===== src/rtl/gpio_apb_arb.sv =====
// Two-requester round-robin arbiter in front of a single APB master port.
// Registered APB outputs, optional access timeout forcing an error completion.
module gpio_apb_arb #(
  parameter int AW      = 32,
  parameter int DW      = 32,
  parameter int TIMEOUT = 16
) (
  input  logic          clk,
  input  logic          rst_n,
  input  logic [1:0]    req_i,
  input  logic [1:0]    we_i,
  input  logic [2*AW-1:0] addr_i,
  input  logic [2*DW-1:0] wdata_i,
  input  logic [7:0]    strb_i,
  output logic [1:0]    done_o,
  output logic [DW-1:0] rdata_o,
  output logic          err_o,
  output logic          psel_o,
  output logic          penable_o,
  output logic          pwrite_o,
  output logic [AW-1:0] paddr_o,
  output logic [DW-1:0] pwdata_o,
  output logic [3:0]    pstrb_o,
  output logic [2:0]    pprot_o,
  input  logic [DW-1:0] prdata_i,
  input  logic          pready_i,
  input  logic          pslverr_i
);

  typedef enum logic [1:0] {
    IDLE, SETUP, ACCESS, DONE
  } state_t;

  state_t      state, state_d;
  logic        last;
  logic        grant;
  logic        win;
  logic        tmo_hit;
  logic [31:0] tmo_cnt;

  assign pprot_o = 3'b000;

  // Tie goes to whichever requester was not served last.
  assign win = (req_i[0] & req_i[1]) ? ~last : req_i[1];

  assign tmo_hit = (TIMEOUT > 0) &&
                   (tmo_cnt + 32'd1 == 32'(TIMEOUT));

  always_comb begin
    state_d = state;
    unique case (state)
      IDLE:    if (|req_i) state_d = SETUP;
      SETUP:   state_d = ACCESS;
      ACCESS:  if (pready_i || tmo_hit) state_d = DONE;
      DONE:    state_d = IDLE;
      default: state_d = IDLE;
    endcase
  end

  always_ff @(posedge clk or negedge rst_n) begin
    if (!rst_n) state <= IDLE;
    else        state <= state_d;
  end

  always_ff @(posedge clk or negedge rst_n) begin
    if (!rst_n) begin
      psel_o    <= 1'b0;
      penable_o <= 1'b0;
      pwrite_o  <= 1'b0;
      paddr_o   <= '0;
      pwdata_o  <= '0;
      pstrb_o   <= '0;
      done_o    <= '0;
      rdata_o   <= '0;
      err_o     <= 1'b0;
      tmo_cnt   <= '0;
      grant     <= 1'b0;
      last      <= 1'b1;
    end else begin
      psel_o    <= (state_d == SETUP) ||
                   (state_d == ACCESS);
      penable_o <= (state_d == ACCESS);
      done_o    <= '0;
      unique case (state)
        IDLE: if (|req_i) begin
          grant    <= win;
          pwrite_o <= we_i[win];
          paddr_o  <= win ? addr_i[2*AW-1:AW]
                          : addr_i[AW-1:0];
          pwdata_o <= win ? wdata_i[2*DW-1:DW]
                          : wdata_i[DW-1:0];
          pstrb_o  <= win ? strb_i[7:4]
                          : strb_i[3:0];
          tmo_cnt  <= '0;
        end
        ACCESS: if (pready_i) begin
          if (!pwrite_o) rdata_o <= prdata_i;
          err_o  <= pslverr_i;
          done_o <= grant ? 2'b10 : 2'b01;
        end else begin
          tmo_cnt <= tmo_cnt + 32'd1;
          if (tmo_hit) begin
            err_o  <= 1'b1;
            done_o <= grant ? 2'b10 : 2'b01;
          end
        end
        DONE:    last <= grant;
        default: ;
      endcase
    end
  end

endmodule


===== config.mk =====
export PLATFORM = sky130hd
export DESIGN_NAME = gpio_apb_arb
export DESIGN_NICKNAME = d
export VERILOG_FILES = /design/src/rtl/gpio_apb_arb.sv
export SDC_FILE = /design/constraint.sdc
export NUM_CORES = 1
export LEC_CHECK = 0
export CAP_MARGIN = 30
export CORE_ASPECT_RATIO = 2
export CORE_MARGIN = 8
export CORE_UTILIZATION = 40
export CTS_CLUSTER_DIAMETER = 200
export DETAILED_ROUTE_END_ITERATION = 7
export GPL_TIMING_DRIVEN = 0
export PLACE_DENSITY = 0.75
export SLEW_MARGIN = 20
export SYNTH_ARGS = -nofsm -noshare
export SYNTH_HDL_FRONTEND = slang
export SYNTH_SLANG_ARGS = --single-unit

===== constraint.sdc =====
create_clock -name clk -period 4.76 [get_ports clk]
set_input_delay 0.952 -clock clk [delete_from_list [all_inputs] [get_ports clk]]
set_output_delay 0.952 -clock clk [all_outputs]
set_load 0.01 [all_outputs]

==> flow_summary.json <==
{
  "result_of_the_run": "finished clean",
  "die_width_um": 110,
  "drt_first_pass_iters": 4,
  "critical-path-max-stage-delay_ns": 0.49,
  "dieHeight_um": 204,
  "cts-htree-levels": 4,
  "wire_length_of_the_first_global_routing_pass_um": 37200,
  "worstPathRequired_ns": 5.08,
  "cts_hold_repair.buffers": 0,
  "cts_buffer_depth": 2,
  "pin_slew_with_the_least_headroom_to_its_limit_ns": 0.887,
  "area_of_the_die_um2": 22400,
  "syn-cell-area_um2": 7040,
  "worstSkewPairLatency_ns": 0.42,
  "critical_path_buffer_and_inverter_count": 1,
  "numPortBuffers": 281,
  "numClockSinks": 142,
  "yosys_most_used_dff": "dfrtp_1",
  "path_common_cell": "ha_1",
  "mean_syn_cell_area_um2": 10.2,
  "core_area_um2": 17300,
  "worst-r2r-setup-slack_ns": 1.36,
  "cts_inserted_buffers": 17,
  "routed_wirelength_um": 24000,
  "maxSlewHeadroom": 0.409,
  "post_synth_top_area_share": 0.501,
  "cts-root-buf": "clkbuf_16",
  "cts.repair.resized": 0,
  "ys_top_cells_by_count": "dfrtp_1, nand2_1, o21ai_0, mux2i_1, mux2_2",
  "place.detailed.hpwl_um": 19200,
  "ios": 285,
  "critPathMaxFanout": 7,
  "final_core_utilization": 0.621,
  "ys_ff_latch": 142,
  "post-synth-top-count-cell": "dfrtp_1",
  "p_clk_frac": 0.222,
  "fp-row-count": 68,
  "worstSetupPathType": "reg -> reg",
  "fmax_mhz": 294,
  "netSwitchingFraction": 0.351,
  "slowest_stage": "or3_1",
  "min-delay-path-class": "in -> async",
  "finalCriticalPeriod_ns": 3.40,
  "post-route-period-util": 0.713,
  "maxcap_violations": 0,
  "via_per_inst": 5.23,
  "p_comb_frac": 0.446,
  "power_switching_mw": 2.04,
  "num-nets-final": 1176,
  "hold_viol_final": 0,
  "synth_enable_flop_cells": 0,
  "synthesis.yosys.warnings": 0,
  "fin_area_um2": 10700,
  "avgRoutedWirePerCell_um": 19.7,
  "gr-total-overflow": 0,
  "layout-drive-gt1-share": 0.0963,
  "route.vias.total": 6369,
  "reg_to_reg_startpoint": "tmo_cnt[0]",
  "cts_setup_buffers": 0,
  "timing.critical_path.from_type": "flop",
  "netlist.top_cell.by_area": "dfrtp_1",
  "data_arrival_at_the_endpoint_of_the_critical_path_ns": 3.71,
  "static-leakage-power_nw": 4.63,
  "synth_async_sr_flop_share": 1.00,
  "setup_viol_count_final": 0,
  "final_critical_path_setup_slack_ns": 1.36,
  "grt_setup_unrepaired": "false",
  "syn-instance-count": 692,
  "gp_routability_congestion": 0.873,
  "worst_setup_hold_path_clk_slew_ns": 0.06,
  "critical_path_cell_sequence": "ha_1, nand4_1, or3_1, xnor2_1, a211o_2, nor4_1, nand4_2, a211o_1, ha_1, inv_1",
  "cp-end-kind": "flop",
  "cell_internal_pwr_mw": 3.78,
  "clock_tree_from_tritoncts": "done",
  "synth.yosys.seq_area_share": 0.505,
  "postPlaceCellArea_um2": 10200,
  "netlist-cell-type-count": 53,
  "antenna_violating_nets_post_route": 0,
  "crit-reg2reg-capture": "psel_o",
  "worst_path_dominant_cell_family": "simple AND/OR/NAND/NOR gates",
  "drc": 0,
  "drt_first_iter_violations": 213,
  "grtUsageTotal": 0.220,
  "grt_antenna_before_repair": 1,
  "part_of_the_total_power_dissipated_in_sequential_elements": 0.331,
  "post_synth_main_area_contributors": "dfrtp_1, mux2i_1, o21ai_0",
  "vdd.ir_drop.worst_v": 0.000302,
  "power_density_nw_per_um2": 543,
  "grt_pass1_vias": 6924,
  "fin_worst_skew_ns": 0.00646,
  "finalPower_mw": 5.82,
  "worst_r2r_path_depth": 10,
  "post-place-ws_ns": 1.33,
  "maxSlewViolCount": 0,
  "initial_core_utilization": 0.408,
  "area_growth_syn_to_layout_pct": 52.3,
  "largest_net_degree_at_the_start_of_global_routing": 84
}
## logic make-up after synthesis
family / after synthesis / synth area share
xor+xnor: 13 / 0.0162
other cells: 1 / 0.000533
mux: 106 / 0.157
buf+inv: 60 / 0.0437
fa+ha+maj: 5 / 0.00888
simple gates: 210 / 0.142
compound gates: 155 / 0.128
flops: 142 / 0.505
## worst max path at each step
stage	endpoint	startpoint	slack (ns)	cells past startpoint
2_1_floorplan	psel_o	tmo_cnt[0]	1.97	10
3_3_place_gp	pwdata_o[15]	rst_n	-3.12	1
3_5_place_dp	paddr_o[10]	req_i[1]	1.33	7
4_1_cts	psel_o	tmo_cnt[0]	1.37	10
5_1_grt	psel_o	tmo_cnt[0]	1.17	11
6_report	psel_o	tmo_cnt[0]	1.36	10
## routing by layer
metal | vias up | track usage | part of all wire
met5 | - | 0 | 0
met4 | 0 | 0.0942 | 0.031
met3 | 44 | 0.0632 | 0.056
met2 | 217 | 0.407 | 0.58
met1 | 3056 | 0.214 | 0.34
li1 | 3052 | - | -
## layout make-up
type                            instances  area [um2]
Antenna cell                            1        2.50
Buffer                                 52         278
Multi-Input combinational cell        492        3190
Tap cell                              210         263
Inverter                                8        30.0
Timing Repair Buffer                  282        2850
Sequential cell                       142        3550
Fill cell                            1460        6550
Clock buffer                           20         447
Clock inverter                         11         118
## power by group through the flow
| stage | clock (mW) | sequential, mW | combinational [mW] |
|---|---|---|---|
| global route | 1.36 | 1.99 | 2.81 |
| global placement | 0 | 1.92 | 2.60 |
| CTS | 1.31 | 1.93 | 2.65 |
| floorplan | 0 | 2.13 | 0.935 |
| detailed placement | 0 | 1.94 | 2.64 |
| finish | 1.29 | 1.93 | 2.60 |
## cells in the final DEF (no fill, tap or decap), types with 6 or more instances in the layout
cell type | netlist | routed
buf_1 | 9 | 9
nand4_1 | 9 | 9
a21o_1 | 6 | 6
buf_4 | 7 | 7
inv_1 | 8 | 8
mux2i_1 | 73 | 73
dfrtp_1 | 141 | 141
nand2_1 | 106 | 106
nor3_1 | 12 | 12
o21ai_0 | 100 | 100
xnor2_1 | 6 | 6
o31ai_1 | 15 | 15
clkdlybuf4s50_1 | 0 | 280
xor2_1 | 7 | 7
nand3_1 | 19 | 19
clkbuf_16 | 0 | 17
nor2_1 | 32 | 32
a21oi_1 | 11 | 11
clkbuf_1 | 27 | 29
mux2_2 | 33 | 33
## per-stage QoR
| stage | TNS, ns | cells | hold slack [ns] |
|---|---|---|---|
| 6_report | 0 | 1218 | 0.456 |
| 5_1_grt | 0 | 1218 | 0.491 |
| 4_1_cts | 0 | 1217 | 0.472 |
| 3_5_place_dp | 0 | 1186 | 0.469 |
| 3_3_place_gp | -439.50 | 1185 | 0.460 |
| 2_1_floorplan | 0 | 694 | 0.451 |
## sequential cells by signal, indices dropped and copies added (netlist names)
name       cells
paddr_o       32
pwdata_o      32
rdata_o       32
tmo_cnt       32
pstrb_o        4
done_o         2
state          2
err_o          1
grant          1
last           1
penable_o      1
psel_o         1
pwrite_o       1
No activity file was read; power rests on OpenSTA's default activity.
